--- config.mk ---
export PLATFORM = sky130hd
export DESIGN_NAME = bkm_step_sequencer
export DESIGN_NICKNAME = d
export VERILOG_FILES = /design/src/rtl/bkm_step_sequencer.sv
export SDC_FILE = /design/constraint.sdc
export NUM_CORES = 1
export LEC_CHECK = 0
export BUFFER_PORTS_ARGS = -buffer_cell sky130_fd_sc_hd__buf_2
export CAP_MARGIN = 20
export CORE_AREA = 2 2 404 406
export CTS_CLUSTER_SIZE = 14
export DETAILED_ROUTE_END_ITERATION = 8
export DIE_AREA = 0 0 406 408
export PLACE_DENSITY = 0.3
export SLEW_MARGIN = 15
export SYNTH_ARGS = -nofsm -noshare
export SYNTH_HDL_FRONTEND = slang
export SYNTH_SLANG_ARGS = --single-unit
export TNS_END_PERCENT = 10
--- constraint.sdc ---
create_clock -name clk -period 1.6 [get_ports clk]
set_input_delay 0 -clock clk [delete_from_list [all_inputs] [get_ports clk]]
set_output_delay 0 -clock clk [all_outputs]
set_load 0.01 [all_outputs]
--- src/rtl/bkm_step_sequencer.sv ---
// bkm_step_sequencer: runs a BKM step datapath N_ITER times on a CSD operand pair with valid/ready in and out
module bkm_step_sequencer #(
    parameter int W      = 64,
    parameter int N_ITER = 64,
    parameter int NW     = 7
) (
    input  logic              clk,
    input  logic              srst,
    input  logic              enable,
    input  logic              in_valid,
    output logic              in_ready,
    input  logic [2*W-1:0]    X0_csd,
    input  logic [2*W-1:0]    Y0_csd,
    output logic [NW-1:0]     step_n,
    output logic [2*W-1:0]    step_X_n_csd,
    output logic [2*W-1:0]    step_Y_n_csd,
    input  logic [2*W-1:0]    step_X_np1_csd,
    input  logic [2*W-1:0]    step_Y_np1_csd,
    output logic              busy,
    output logic              out_valid,
    input  logic              out_ready,
    output logic [2*W-1:0]    X_res_csd,
    output logic [2*W-1:0]    Y_res_csd
);
    typedef enum logic [1:0] {IDLE, RUN, DONE} state_t;
    localparam logic [NW-1:0] LAST = NW'(N_ITER - 1);
    state_t          state, state_nxt;
    logic [NW-1:0]   n_reg, n_nxt;
    logic [2*W-1:0]  x_reg, y_reg, x_nxt, y_nxt;
    assign in_ready     = (state == IDLE) & enable;
    assign out_valid    = (state == DONE) & enable;
    assign busy         = (state == RUN);
    assign step_n       = n_reg;
    assign step_X_n_csd = x_reg;
    assign step_Y_n_csd = y_reg;
    assign X_res_csd    = x_reg;
    assign Y_res_csd    = y_reg;
    // next state: everything holds unless enabled; load on accept, iterate in RUN, release on result handshake
    always_comb begin
        state_nxt = state;
        n_nxt     = n_reg;
        x_nxt     = x_reg;
        y_nxt     = y_reg;
        if (enable) begin
            case (state)
                IDLE: if (in_valid) begin
                    state_nxt = RUN;
                    n_nxt     = '0;
                    x_nxt     = X0_csd;
                    y_nxt     = Y0_csd;
                end
                RUN: begin
                    x_nxt     = step_X_np1_csd;
                    y_nxt     = step_Y_np1_csd;
                    state_nxt = (n_reg == LAST) ? DONE : RUN;
                    n_nxt     = (n_reg == LAST) ? n_reg : n_reg + 1'b1;
                end
                DONE: state_nxt = out_ready ? IDLE : DONE;
                default: state_nxt = IDLE;
            endcase
        end
    end
    // state and operand registers with synchronous reset taking priority over the stall
    always_ff @(posedge clk) begin
        if (srst) begin
            state <= IDLE;
            n_reg <= '0;
            x_reg <= '0;
            y_reg <= '0;
        end else begin
            state <= state_nxt;
            n_reg <= n_nxt;
            x_reg <= x_nxt;
            y_reg <= y_nxt;
        end
    end
endmodule

## Word-level counts from Yosys, hierarchy flattened

Index checks and enable logic that the tools add are counted.

- Latch bits: 0
- Register bits: 265
- Memories kept: 0
- RAM bits: 0
- Logic and storage cells: 28
- Output and inout bits: 522
- Bits in read-only memories: 0

- Add/subtract/negate cells: 1
- Equality and inequality tests: 5
- Divide/modulo/power cells: 0
- Muxes and demuxes: 11
- $mul: 0
- Reductions and logical operators: 5
- Bitwise operators: 2
- Shift operators: 0
- Magnitude comparators: 0

Operators by type and width:

| cell | count |
|---|---|
| $pmux 128 s2 | 2 |
| $mux 128 | 2 |
| $mux 7 | 2 |
| $pmux 7 s2 | 1 |
| $add 7x1->7 const B | 1 |
| $eq 7x6->1 const B | 1 |
| $mux 2 | 3 |
| $pmux 2 s3 | 1 |
| $ne 2x2->1 const B | 2 |
| $reduce_and 4->1 | 1 |
| $reduce_and 3->1 | 1 |
| $and 1x1->1 | 2 |
| $eq 2x1->1 const B | 1 |
| $eq 2x2->1 const B | 1 |
| $logic_not 2->1 | 1 |
| $reduce_and 2->1 | 1 |
| $reduce_bool 2->1 | 1 |

## Depth between registers and ports, before layout

Gate-level depths: netlist of run 1.

- Depth after elaboration: 3
- Gate-level depth with buffers: 7

## Worst setup path after synthesis of run 1

No wires, ideal clock.

- Path type: register to register
- From: reg n_reg[0], in the netlist step_n[0]
- To: reg n_reg[4], in the netlist step_n[4]
- Path slack: 0.044 ns
- Arrival: 1.486 ns
- Path buffers: 1
- Clock period less this slack: 1.556 ns
- Library setup time: 0.070 ns
- Data required time: 1.530 ns
- Cell stages (with the launch flop): 6
- Cell sequence: dfxtp_1 -> ha_1 -> and4_4 -> buf_6 -> or4_1 -> a21oi_1

- Cells in the longest elaborated chain, start to end: 3
- Elaborated cells between the ends (all ways): 6
- Those cells by class: 1 x add/sub; 2 x eq/ne; 2 x mux; 1 x reduce/logical

RTL lines:

| element | RTL line | text |
|---|---|---|
| start, declared | 28 | `logic [NW-1:0] n_reg, n_nxt;` |
| start signal, assigned | 72 | `n_reg <= n_nxt;` |
| $add 7x1->7 / $eq 7x6->1 (equally long branches) | 56 | `n_nxt = (n_reg == LAST) ? n_reg : n_reg + 1'b1;` |
| $mux 7 / $ne 2x2->1 (equally long branches) | - |  |
| $pmux 7 s2 / $reduce_and 4->1 (equally long branches) | - |  |

Parallel ways exist; a longest one is shown, timed or not. The select of a mux whose other input is x is not followed.
A chain may end at the register's enable or synchronous reset.

## Worst setup path in the final report of run 1

- From: reg state[1]
- To: reg x_reg[28], in the netlist X_res_csd[28]

- Cells in the longest elaborated chain, start to end: 3
- Elaborated cells between the ends (all ways): 6
- Those cells by class: 2 x eq/ne; 1 x mux; 3 x reduce/logical

RTL lines:

| element | RTL line | text |
|---|---|---|
| start, declared | 27 | `state_t state, state_nxt;` |
| start signal, assigned | 71 | `state <= state_nxt;` |
| $eq 2x1->1 / $logic_not 2->1 (equally long branches) | 45 | `case (state)` |
| $reduce_bool 2->1 (no line) / $ne 2x2->1 (equally long branches) | - |  |
| $reduce_and 3->1 (no line) | - |  |
| end signal, assigned | 73 | `x_reg <= x_nxt;` |
| end, declared | 29 | `logic [2*W-1:0] x_reg, y_reg, x_nxt, y_nxt;` |

Parallel ways exist; a longest one is shown, timed or not.

==> impl.org, run 1 <==
** Clock tree
- Clock-pin slew reported for the worst setup and hold paths after clock tree synthesis :: 0.05 ns
- Clock tree root driver cell :: clkbuf_16
- Number of levels the H-tree was split into :: 2
- The clock net in this run drives a total of 265 sinks.
- In this run the deepest clock path goes through 3 buffers.
- The later pin in the worst-skew pair is clocked with a latency of 0.61 ns.
- TritonCTS built the clock tree.
- Counting the buffers created by CTS gives 41.

** Place
- Placed Instances :: 4691
- Placed instance area :: 0.02144 mm²
- Routability-driven placement finished with a final weighted congestion of 0.8172.
- Detailed placement ended at an HPWL of 79220 µm.
- Input and output buffers added on the ports amount to 1038.

** Critical path
- Launch point of the critical path :: state[1]
- Number of cells on the worst reg-to-reg path :: 7
- The endpoint identified for the worst register-to-register timing path is X_res_csd[28].
- The critical path contains buffers and inverters numbering 4 combined.
- For the worst setup path, the data required time is 2.11 ns.
- The worst setup path is launched from a register.
- Cell with the largest stage delay on the worst path :: dfxtp_4
- The most numerous cell type found on the critical path is buf_12.
- The worst register-to-register path begins at state[1].
- The critical path ends at X_res_csd[28].
- Traced cell by cell, the critical path runs through nand2b_4, inv_8, buf_12, buf_16, buf_12, nand2_1, a311oi_2.
- Largest driver fanout on the critical path :: 34
- Worst path max stage delay :: 0.35 ns
- STA classifies the critical path endpoint as a register.
- Instance count on the critical path :: 7
- Grouping stages by cell kind, the critical path spends the most delay in buffers and inverters.
- Worst-case register-to-register setup slack :: a little over 0.03 ns
- For the worst setup path, the data arrival time is 2.08 ns.
- Critical path type :: register to register

** STA
- The tightest hold path in the finished design has a slack of 0.2175 ns.
- Counting I/O delays and the setup requirement, the final critical path takes 1.569 ns.
- Setup violations remaining at the end of the flow were counted as 0.
- The number of failing hold endpoints at the final stage was 0.
- Count of final max-slew check failures :: 0
- Setup total negative slack on the finished layout was measured at 0 ns.
- Measured against its own limit, the worst slew margin works out to 63.72%.
- Based on the critical path, the design can be clocked at up to between 0.6 and 0.7 GHz.
- Slew of the pin with the lowest slew margin :: around 0.54 ns
- Unrepaired setup endpoints after global routing :: true
- Part of the cycle the worst path needs :: 98.07%
- Between clock sinks in the finished design, the worst skew comes to 0.01695 ns.

** Floorplan
- Placement Rows :: 148
- The floorplan step defined a die boundary enclosing 0.1656 mm².
- The floorplan step set the die height to 408 µm.
- The core region is 0.1617 mm².
- 1039 I/O pins were placed.
- Once the floorplan was initialized, standard cells occupied 9.101% of the core.
- Die width :: 406 µm

** Logic synthesis
- Sequential cells were found to cover 36.06% of the synthesized design area.
- Post-Synthesis Cells :: 1737
- Synth cell types :: 32
- The mapped netlist covers 0.01471 mm².
- Post-synthesis net count :: 2255
- During synthesis, Yosys emitted a total of 0 warnings.
- Counting flops and latches in the post-synthesis netlist gives 265.
- After synthesis, the mean cell area works out to 8.470 µm².

** Drt
- Average wire per standard cell :: 18.54 µm
- Using the TritonRoute via totals, the vias-per-cell ratio works out to ~3.3.
- Antenna-violating nets left :: 0
- The routed layout has ~18000 vias.
- Final wirelength :: around 100000 µm
- DRC errors left :: 0
- The pre-antenna-repair detailed-routing pass consisted of 4 iterations.
- After the first detailed-routing iteration, the DRC count stood at 821.

** Layout
- Final standard cell area without fillers :: 0.02860 mm²
- Final net count :: 3610
- Counting the fill cells in the layout gives ~18000.
- Share of layout cells above drive strength 1 :: about half
- For this run, the share of the core covered by cells in the final layout is 17.69%.
- Post-route insts no fill :: around 5300
- From synthesis to final layout, the design area changed by 94.37%.

** Global route
- Grt total ovfl :: 0
- First-pass GRT wire length :: 131300 µm
- Maximum number of pins on one net before global-route repair :: a little under 60
- The number of global-route vias before repair was 17707.
- The initial antenna violation count came to 35.
- Total routing usage reported by global routing :: roughly 11%

** Pwr
- In this run the power density over the cells is between 800 and 900 mW/mm².
- Worst-case vdd ir drop :: 0.6925 mV
- In this run the static leakage power is 12.78 nW.

** Run status
- Status :: completed

** Worst hold path
- In this run the worst hold path is classified as primary input to register.

** Job
- Across the run, the number of max-cap violations was 0.
-- cells in the mapped netlist --
master    number  area share, %
a21oi_1        6           0.20
a31oi_1        1          0.043
o31ai_1        3           0.15
nand4_1        2          0.085
nand3_1        4           0.14
o32ai_1        1          0.060
nor2_1       258            6.6
a311oi_1      60            3.6
or3_1          1          0.043
buf_4        278             14
nand2_1      513             13
a211oi_1       1          0.051
and3_4         1          0.077
a311oi_2     196             20
ha_1           1          0.085
buf_6         15            1.1
nor2b_4        1          0.094
clkinv_2       1          0.034
inv_1          3          0.077
and2b_1        1          0.051
and3_1         1          0.043
clkbuf_1      31           0.79
dfxtp_1      265             36
o21a_1         1          0.051
o21ai_0        4           0.14
and2_1         1          0.043
o21ai_1        1          0.034
buf_2         77            2.6
a22oi_1        1          0.051
and4_4         1          0.077
or4_1          4           0.20
nand2b_1       3           0.13
-- timing repair --
| action | 4_1_cts | 5_1_grt |
|---|---|---|
| hold buffers | 516 | 0 |
| hold endpoints to repair | 265 | 0 |
| gates cloned | 1 | 7 |
| gates resized for setup | 21 | 65 |
| endpoints found under the setup margin | 45 | 169 |
| pin swaps | 3 | 23 |
| buffers inserted | 5 | 4 |
-- flip-flops by register name, summed over array words and instances, names as in the netlist --
name       cells
X_res_csd    128
Y_res_csd    128
step_n         7
state          2
-- worst min-delay path, stage by stage --
cell           delay (ns)
dlygate4sd3_1        0.52
buf_2                0.11
nand2_1              0.05
a311oi_1             0.07
-- cell usage in the layout (no fill, tap or decap), drive strengths merged, types with 3 or more instances in the layout --
| master | count |
|---|---|
| dfxtp | 265 |
| nand2 | 513 |
| o21ai | 5 |
| a21oi | 6 |
| diode | 17 |
| dlygate4sd3 | 516 |
| a311oi | 256 |
| o31ai | 3 |
| nand2b | 3 |
| buf | 1189 |
| nand3 | 4 |
| inv | 6 |
| clkbuf | 62 |
| clkinv | 11 |
| or4 | 4 |
| nor2 | 258 |
-- report_power, final --
part	leakage [nW]	switching [W]	internal (W)
clock	0.637	0.00386	0.00523
combinational	9.96	0.00329	0.00321
sequential	2.19	0.000603	0.00713
-- final cells by class --
type	count	area (µm²)	share of cell area [%]
Clock inverter	16	195.2	0.6825
Timing Repair Buffer	1713	12410	43.40
Multi-Input combinational cell	1067	6783	23.72
Tap cell	2175	2721	9.516
Antenna cell	17	42.54	0.1488
Inverter	4	22.52	0.07875
Sequential cell	265	5313	18.58
Clock buffer	55	1109	3.876
-- per-stage QoR --
step / power [W] / setup WS (ns)
finish: 0.02333 / 0.03081
global route: 0.02460 / -0.04673
CTS: 0.02371 / -0.04494
detailed placement: 0.01311 / -0.02457
global placement: 0.01313 / 0.001393
floorplan: 0.01079 / 0.04391
-- routing by layer --
metal  routed length [µm]  track usage [%]
met5                   39                0
met4                 2407            3.365
met3                 5249            2.311
met2                46790            18.46
met1                43980            14.22
-- worst min path at each step --
| stage | start | endpoint | slack [ns] | depth (start not counted) |
|---|---|---|---|---|
| 2_1_floorplan | step_X_np1_csd[100] | X_res_csd[100] | 0.16 | 2 |
| 3_3_place_gp | step_X_np1_csd[107] | X_res_csd[107] | 0.27 | 3 |
| 3_5_place_dp | step_X_np1_csd[118] | X_res_csd[118] | 0.27 | 3 |
| 4_1_cts | Y0_csd[16] | Y_res_csd[16] | 0.14 | 4 |
| 5_1_grt | step_X_np1_csd[107] | X_res_csd[107] | 0.18 | 4 |
| 6_report | step_Y_np1_csd[16] | Y_res_csd[16] | 0.22 | 4 |
-- cell families (layout without fill, tap and decap cells) --
family                     after synthesis  after routing  synth area share (%)
other                                    0             17                     0
adders and majority gates                1              1               0.08503
AOI/OAI and AO/OA                      275            275                 24.36
and+or+nand+nor                        791            791                 20.65
DFF                                    265            265                 36.06
buffers and inverters                  405           1788                 18.85
Note: power is estimated with default switching activity, not from simulation.
==> run 2: changes to the inputs <==
Settings changed: CORE_AREA 2 2 404 406 to 2 2 403 405, DIE_AREA 0 0 406 408 to 0 0 405 407.
==> impl.org, run 2 (synthesis gave the netlist of run 1 again) <==
** Drt
- First-pass iteration count of the detailed router :: 4
- Summed over all layers, the routed wires come to about 100000 µm.
- Using the TritonRoute via totals, the vias-per-cell ratio works out to 3.367.
- DRC errors left :: 0
- DR iter-0 viols :: 790
- Antenna-violating nets left :: 0
- Average wire per standard cell :: 19.33 µm
- Via Count :: 17934

** STA
- Slew margin rel. :: between 60% and 70%
- Of the available clock period, the critical path in the final layout requires 103.2%.
- Setup repair after global routing could not meet its margin everywhere.
- Slew of the pin with the lowest slew margin :: 0.4823 ns
- After layout, the worst setup slack is -0.05053 ns.
- The tightest hold path in the finished design has a slack of -0.006641 ns.
- The number of failing hold endpoints at the final stage was 3.
- Clock skew on the completed layout was measured at about 0.038 ns.
- Fmax :: 0.6059 GHz
- Final critical path time including I/O delays and setup :: 1.651 ns
- Count of final max-slew check failures :: 0
- Setup violations remaining at the end of the flow were counted as around 100.

** Place
- Final weighted congestion in routability-driven placement :: 0.8414
- The count of buffers added on input and output ports is around 1000.
- Detailed placement HPWL :: 80570 µm
- Setup slack at placement :: -0.03588 ns

** Layout
- Relative to the synthesized area, the layout overhead comes to 97.92%.
- Most used cells in the layout excluding fill and tap cells :: buf_2, dlygate4sd3_1, nand2_1
- Summing all flip-flop and latch instances after layout gives 0.005310 mm².
- Filler cell count :: about 18000
- The multi-input combinational cells in the finished layout cover a total of 0.006751 mm².
- The post-route netlist has 48.14% of its cells at a drive strength greater than 1.
- The library cell used most frequently in the layout, excluding fill and tap cells, is buf_2.
- After the last flow step, the layout net total stands at 3635.

** Critical path
- The startpoint identified for the worst register-to-register timing path is state[0].
- For the worst setup path, the data arrival time is between 2 and 2.5 ns.
- Critical path capture point type :: register
- Kind of start point of the critical path :: primary input
- Critical path type :: primary input to register
- CP Data Required Time :: 2.09 ns
- Along the worst path, the maximum fanout reaches 10.
- Launch point of the critical path :: enable

** Pwr
- In this run the static leakage power is 13.06 nW.
- Cell area power density :: between 800 and 900 mW/mm²
- The worst-case IR drop observed on VDD is approximately 0.52 mV.
- Overall power consumption after layout is estimated at 0.02371 W.

** Global route
- Antenna violations before repair :: 28
- In the global route stage, overall resource usage came out at 11.36%.
- Grt total ovfl :: 0
- Number of global-route vias before repair :: around 18000
- The first global-routing pass estimated 132900 µm of wire.
- Maximum number of pins on one net before global-route repair :: 59

** Clock tree
- Clock-pin slew reported for the worst setup and hold paths after clock tree synthesis :: 0.05 ns
- Number of levels the H-tree was split into :: 2
- Number of sinks on the clock net :: 265
- Clock tree root driver cell :: clkbuf_16
- Clock tree synthesis inserted a total of 41 buffers.
- For the worst-skew pair, the clock arrives at the later sink with an insertion delay of 0.61 ns.
- Clock tree from TritonCTS :: done
- Clock Path Buffers :: 3

** Worst hold path
- Class of the most critical hold timing path :: primary input to register
- Launch point of the worst hold path :: in_valid

** Floorplan
- In this run the vertical extent of the chip is 407 µm.
- In this run the count of I/O pins placed on the die edge is 1039.
- The total area inside the core boundary comes to between 0.15 and 0.2 mm².
- Placement Rows :: 147
- Starting density of the core :: 9.184%
- Die outline area :: 0.1648 mm²
- Die width :: 405 µm

** Run status
- The flow ran to the end, but the final reports show violations.
- Failing checks :: hold timing, setup timing

** Job
- The tool flagged a number of max-cap violations equal to 0.
==> run 2: cell types whose count changed in the layout (fill, tap and decap cells not counted), sizes merged <==
cell	previous run	this run
inv	6	4
buf	1189	1205
dlygate4sd3	516	515
bufbuf	1	4
clkbuf	62	73
diode	17	20
==> run 2: routing by layer <==
layer  track usage, %  share of wire [%]  vias up
li1                 -                  -     8531
met1            14.50                 44     8615
met2            18.58                 47      659
met3            2.745                6.1      119
met4            3.875                3.0       10
met5                0              0.058        -
==> run 2: final timing paths <==
kind | slack [ns] | to | cells after the start
min | -0.007 | step_n[6] | 4
max reg2reg | -0.01 | X_res_csd[102] | 6
min reg2reg | 0.47 | step_n[6] | 2
max | -0.05 | Y_res_csd[12] | 9
==> run 2: what timing repair did <==
item	4_1_cts	5_1_grt
cloned	7	15
setup buffers	14	14
gates resized for setup	46	53
hold buffers	515	0
pin swaps	4	37
endpoints found under the hold margin	265	0
setup endpoints to repair	203	249
==> run 2: area by class of cell <==
cell class              count  share of cell area, %
well taps                2160                  9.281
diodes                     20                 0.1719
flip-flops and latches    265                  18.23
inverters                   4                0.09453
clock buffers              59                  3.996
multi-input cells        1067                  23.18
clock inverters            14                 0.5371
repair buffers           1738                  44.50
==> run 2: stage by stage <==
| stage | TNS (ns) | utilization [%] | instances | hold WS, ns | instance area, µm² |
|---|---|---|---|---|---|
| 2_1_floorplan | 0 | - | 1737 | 0.1590 | 14710 |
| 3_3_place_gp | -0.8109 | 13.35 | 4672 | 0.2670 | 21390 |
| 3_5_place_dp | -1.412 | 13.35 | 4672 | 0.2705 | 21390 |
| 4_1_cts | -0.7855 | 17.73 | 5281 | 0.01388 | 28400 |
| 5_1_grt | -12.99 | 18.16 | 5317 | 0.05183 | 29100 |
| 6_report | -2.193 | 18.18 | 5327 | -0.006641 | 29120 |
==> run 2: report_power, final <==
group	total [W]	switching, W	internal (W)
Sequential	0.00775	0.000620	0.00713
Clock	0.00919	0.00380	0.00538
Combinational	0.00678	0.00340	0.00338
Total	0.0237	0.00782	0.0159
==> run 2: worst max-delay path: stages <==
cell	delay, ns
dlygate4sd3_1	0.73
buf_2	0.21
nor2b_4	0.17
o21a_4	0.26
buf_12	0.21
buf_6	0.13
buf_12	0.12
nor2_1	0.04
a311oi_1	0.23
==> run 3: changes to the inputs <==
==> constraint.sdc (replaced) <==
create_clock -name clk -period 1.6 [get_ports clk]
set_input_delay 0.32 -clock clk [delete_from_list [all_inputs] [get_ports clk]]
set_output_delay 0.32 -clock clk [all_outputs]
set_load 0.01 [all_outputs]
==> impl.org, run 3 (synthesis gave the netlist of run 1 again) <==
** Run status
- The run finished, with violations left.
- The checks that failed: setup timing.

** Critical path
- Family with the most delay on the worst path :: buffers and inverters
- For this design, the slowest cell found on the critical path is dfxtp_4.
- The critical path runs through a total of 4 cells.
- The startpoint identified for the worst register-to-register timing path is state[0].
- Combined buffer and inverter count along the critical path :: 3
- The worst setup path is of the register to output port kind.
- CP Data Required Time :: between 1 and 1.5 ns
- Following the worst setup path forward leads to its endpoint at busy.
- The endpoint identified for the worst register-to-register timing path is Y_res_csd[10].
- The worst setup path is captured at an output port.
- Launch point of the critical path :: state[1]
- The largest single stage delay on the critical path is 0.36 ns.
- Signal arrival time at the worst endpoint :: 1.55 ns
- In this run the worst path has a maximum fanout of 3.
- The worst register-to-register path has a depth of 7.
- The worst setup path is launched from a register.
- Cells traversed along the worst timing path :: nand2b_4, clkinv_8, buf_16, buf_6
- The worst register-to-register path has a setup slack of -0.23 ns.

** Clock tree
- Clock tree synthesis inserted a total of 40 buffers.
- TritonCTS built the clock tree.
- For this design, the sink count on the clock tree is roughly 270.
- Clock latency reported for the late side of the worst-skew pair :: just under 0.6 ns
- No sink is reached through more buffers than the 3 on the longest clock path.
- Number of levels the H-tree was split into :: 2
- Clock tree root driver cell :: clkbuf_16
- Clock-pin slew reported for the worst setup and hold paths after clock tree synthesis :: ~0.06 ns

** Global route
- Total routing usage reported by global routing :: 11.63%
- Grt total ovfl :: 0
- Antenna violations before repair :: 38
- Entering global routing, the biggest net connects 42 pins.
- Number of global-route vias before repair :: 17472
- The first global-routing pass estimated around 130000 µm of wire.

** Floorplan
- From bottom edge to top edge, the die measures 407 µm.
- Die width :: between 400 and 500 µm
- Die outline area :: 0.1648 mm²
- In this run the core area contains 147 standard-cell rows.
- I/O pin cnt :: around 1000
- The floorplan step defined a core boundary enclosing 0.1602 mm².
- Starting density of the core :: 9.184%

** STA
- Fmax :: 0.5348 GHz
- Measured against its own limit, the worst slew margin works out to between 70 and 80%.
- Of the available clock period, the critical path in the final layout requires 116.9%.
- Clock skew on the completed layout was measured at between 0.02 and 0.03 ns.
- Once routing completed, OpenROAD measured the worst setup slack at -0.2699 ns.
- Count of final max-slew check failures :: 0
- Final critical path time including I/O delays and setup :: 1.870 ns
- Hold timing on the final database bottoms out at a slack of 0.05656 ns.
- For the pin with the worst max-slew slack, the measured transition is 0.4030 ns.
- Unrepaired setup endpoints after global routing :: true
- Setup violations remaining at the end of the flow were counted as 266.
- Number of endpoints with negative hold slack in the final report :: 0

** Layout
- Final core occ :: 18.18%
- Fill cells in the final layout number 18124.
- The top cell types in the final layout, fill and taps aside, are buf_2, nand2_1, dlygate4sd3_1.
- Multi-input combinational cell area :: between 0.007 and 0.008 mm²
- Registers take roughly 0.0054 mm².
- Signed area change from the synthesized netlist to the final layout :: 97.94%
- Once layout is complete, the cells apart from fillers number 5240.
- Final net count :: 3558
- The library cell used most frequently in the layout, excluding fill and tap cells, is buf_2.
- Of the cells placed in the final design, the portion with a size suffix greater than 1 is 54.51%.

** Drt
- The first TritonRoute pass finished after 5 iterations.
- Via Count :: 17850
- After detailed routing, the average wire length per cell comes to 20.33 µm.
- In this run, the number of DRC markers left after iteration 0 of detailed routing was 842.
- Antenna-violating nets left :: 0
- In the routed design, unresolved DRC markers number 0.
- After detailed routing, the number of vias per cell comes to 3.406.
- Final wirelength :: about 110000 µm

** Job
- The tool flagged a number of max-cap violations equal to 0.

** Pwr
- Leakage :: 13.03 nW
- Cell area power density :: 827.8 mW/mm²
- Power comes to 0.02411 W.
- VDD sags by at most 0.6159 mV.

** Place
- Final weighted congestion in routability-driven placement :: 0.8490
- Number of buffer cells added on primary ports :: roughly 1000
- The HPWL after detailed placement is 80020 µm.
- Placed Instances :: 4678

** Worst hold path
- Class of the most critical hold timing path :: primary input to register
[run 3: how the worst min path moves through the flow]
stage	from	endpoint	cells past startpoint
final	X0_csd[49]	X_res_csd[49]	3
after global routing	step_Y_np1_csd[107]	Y_res_csd[107]	3
after CTS	X0_csd[15]	X_res_csd[15]	3
after detailed placement	step_n[6]	step_n[6]	2
after global placement	step_n[6]	step_n[6]	2
after floorplan	step_X_np1_csd[100]	X_res_csd[100]	2
[run 3: per-stage QoR]
| step | setup WS (ns) | instance area, µm² | TNS [ns] |
|---|---|---|---|
| 2_1_floorplan | 0.04391 | 14710 | 0 |
| 3_3_place_gp | -0.2247 | 21410 | -32.29 |
| 3_5_place_dp | -0.2478 | 21410 | -41.24 |
| 4_1_cts | -0.3584 | 27890 | -57.63 |
| 5_1_grt | -0.3285 | 29120 | -58.65 |
| 6_report | -0.2699 | 29120 | -39.28 |
[run 3: area by class of cell]
cell class                 count  share of cell area, %
inverter                       4                0.09452
antenna                       11                0.09452
multi-input combinational   1067                  24.15
clock inverter                13                 0.6058
timing repair buffer        1662                  43.43
sequential                   265                  18.47
clock buffer                  58                  3.880
tap                         2160                  9.280
[run 3: where the power goes]
group          internal (W)  switching, W
registers           0.00715      0.000662
clock network       0.00554       0.00379
logic               0.00347       0.00350
[run 3: worst min-delay path: cells and delay by family]
family	cells	cell delay, ns
buffers and inverters	1	0.10
and+or+nand+nor	1	0.09
AOI/OAI and AO/OA	1	0.09
[run 3: metal layers]
layer | part of all wire (%) | track usage [%]
met5 | 0.044 | 0
met1 | 45 | 15.25
met2 | 47 | 19.18
met4 | 2.4 | 3.345
met3 | 5.6 | 2.313
[run 3: timing repair]
item	CTS	global route
gates cloned	16	22
hold buffers	399	0
pin swaps	46	113
endpoints found under the hold margin	238	0
gates resized for setup	163	130
endpoints found under the setup margin	348	277
setup buffers	25	22
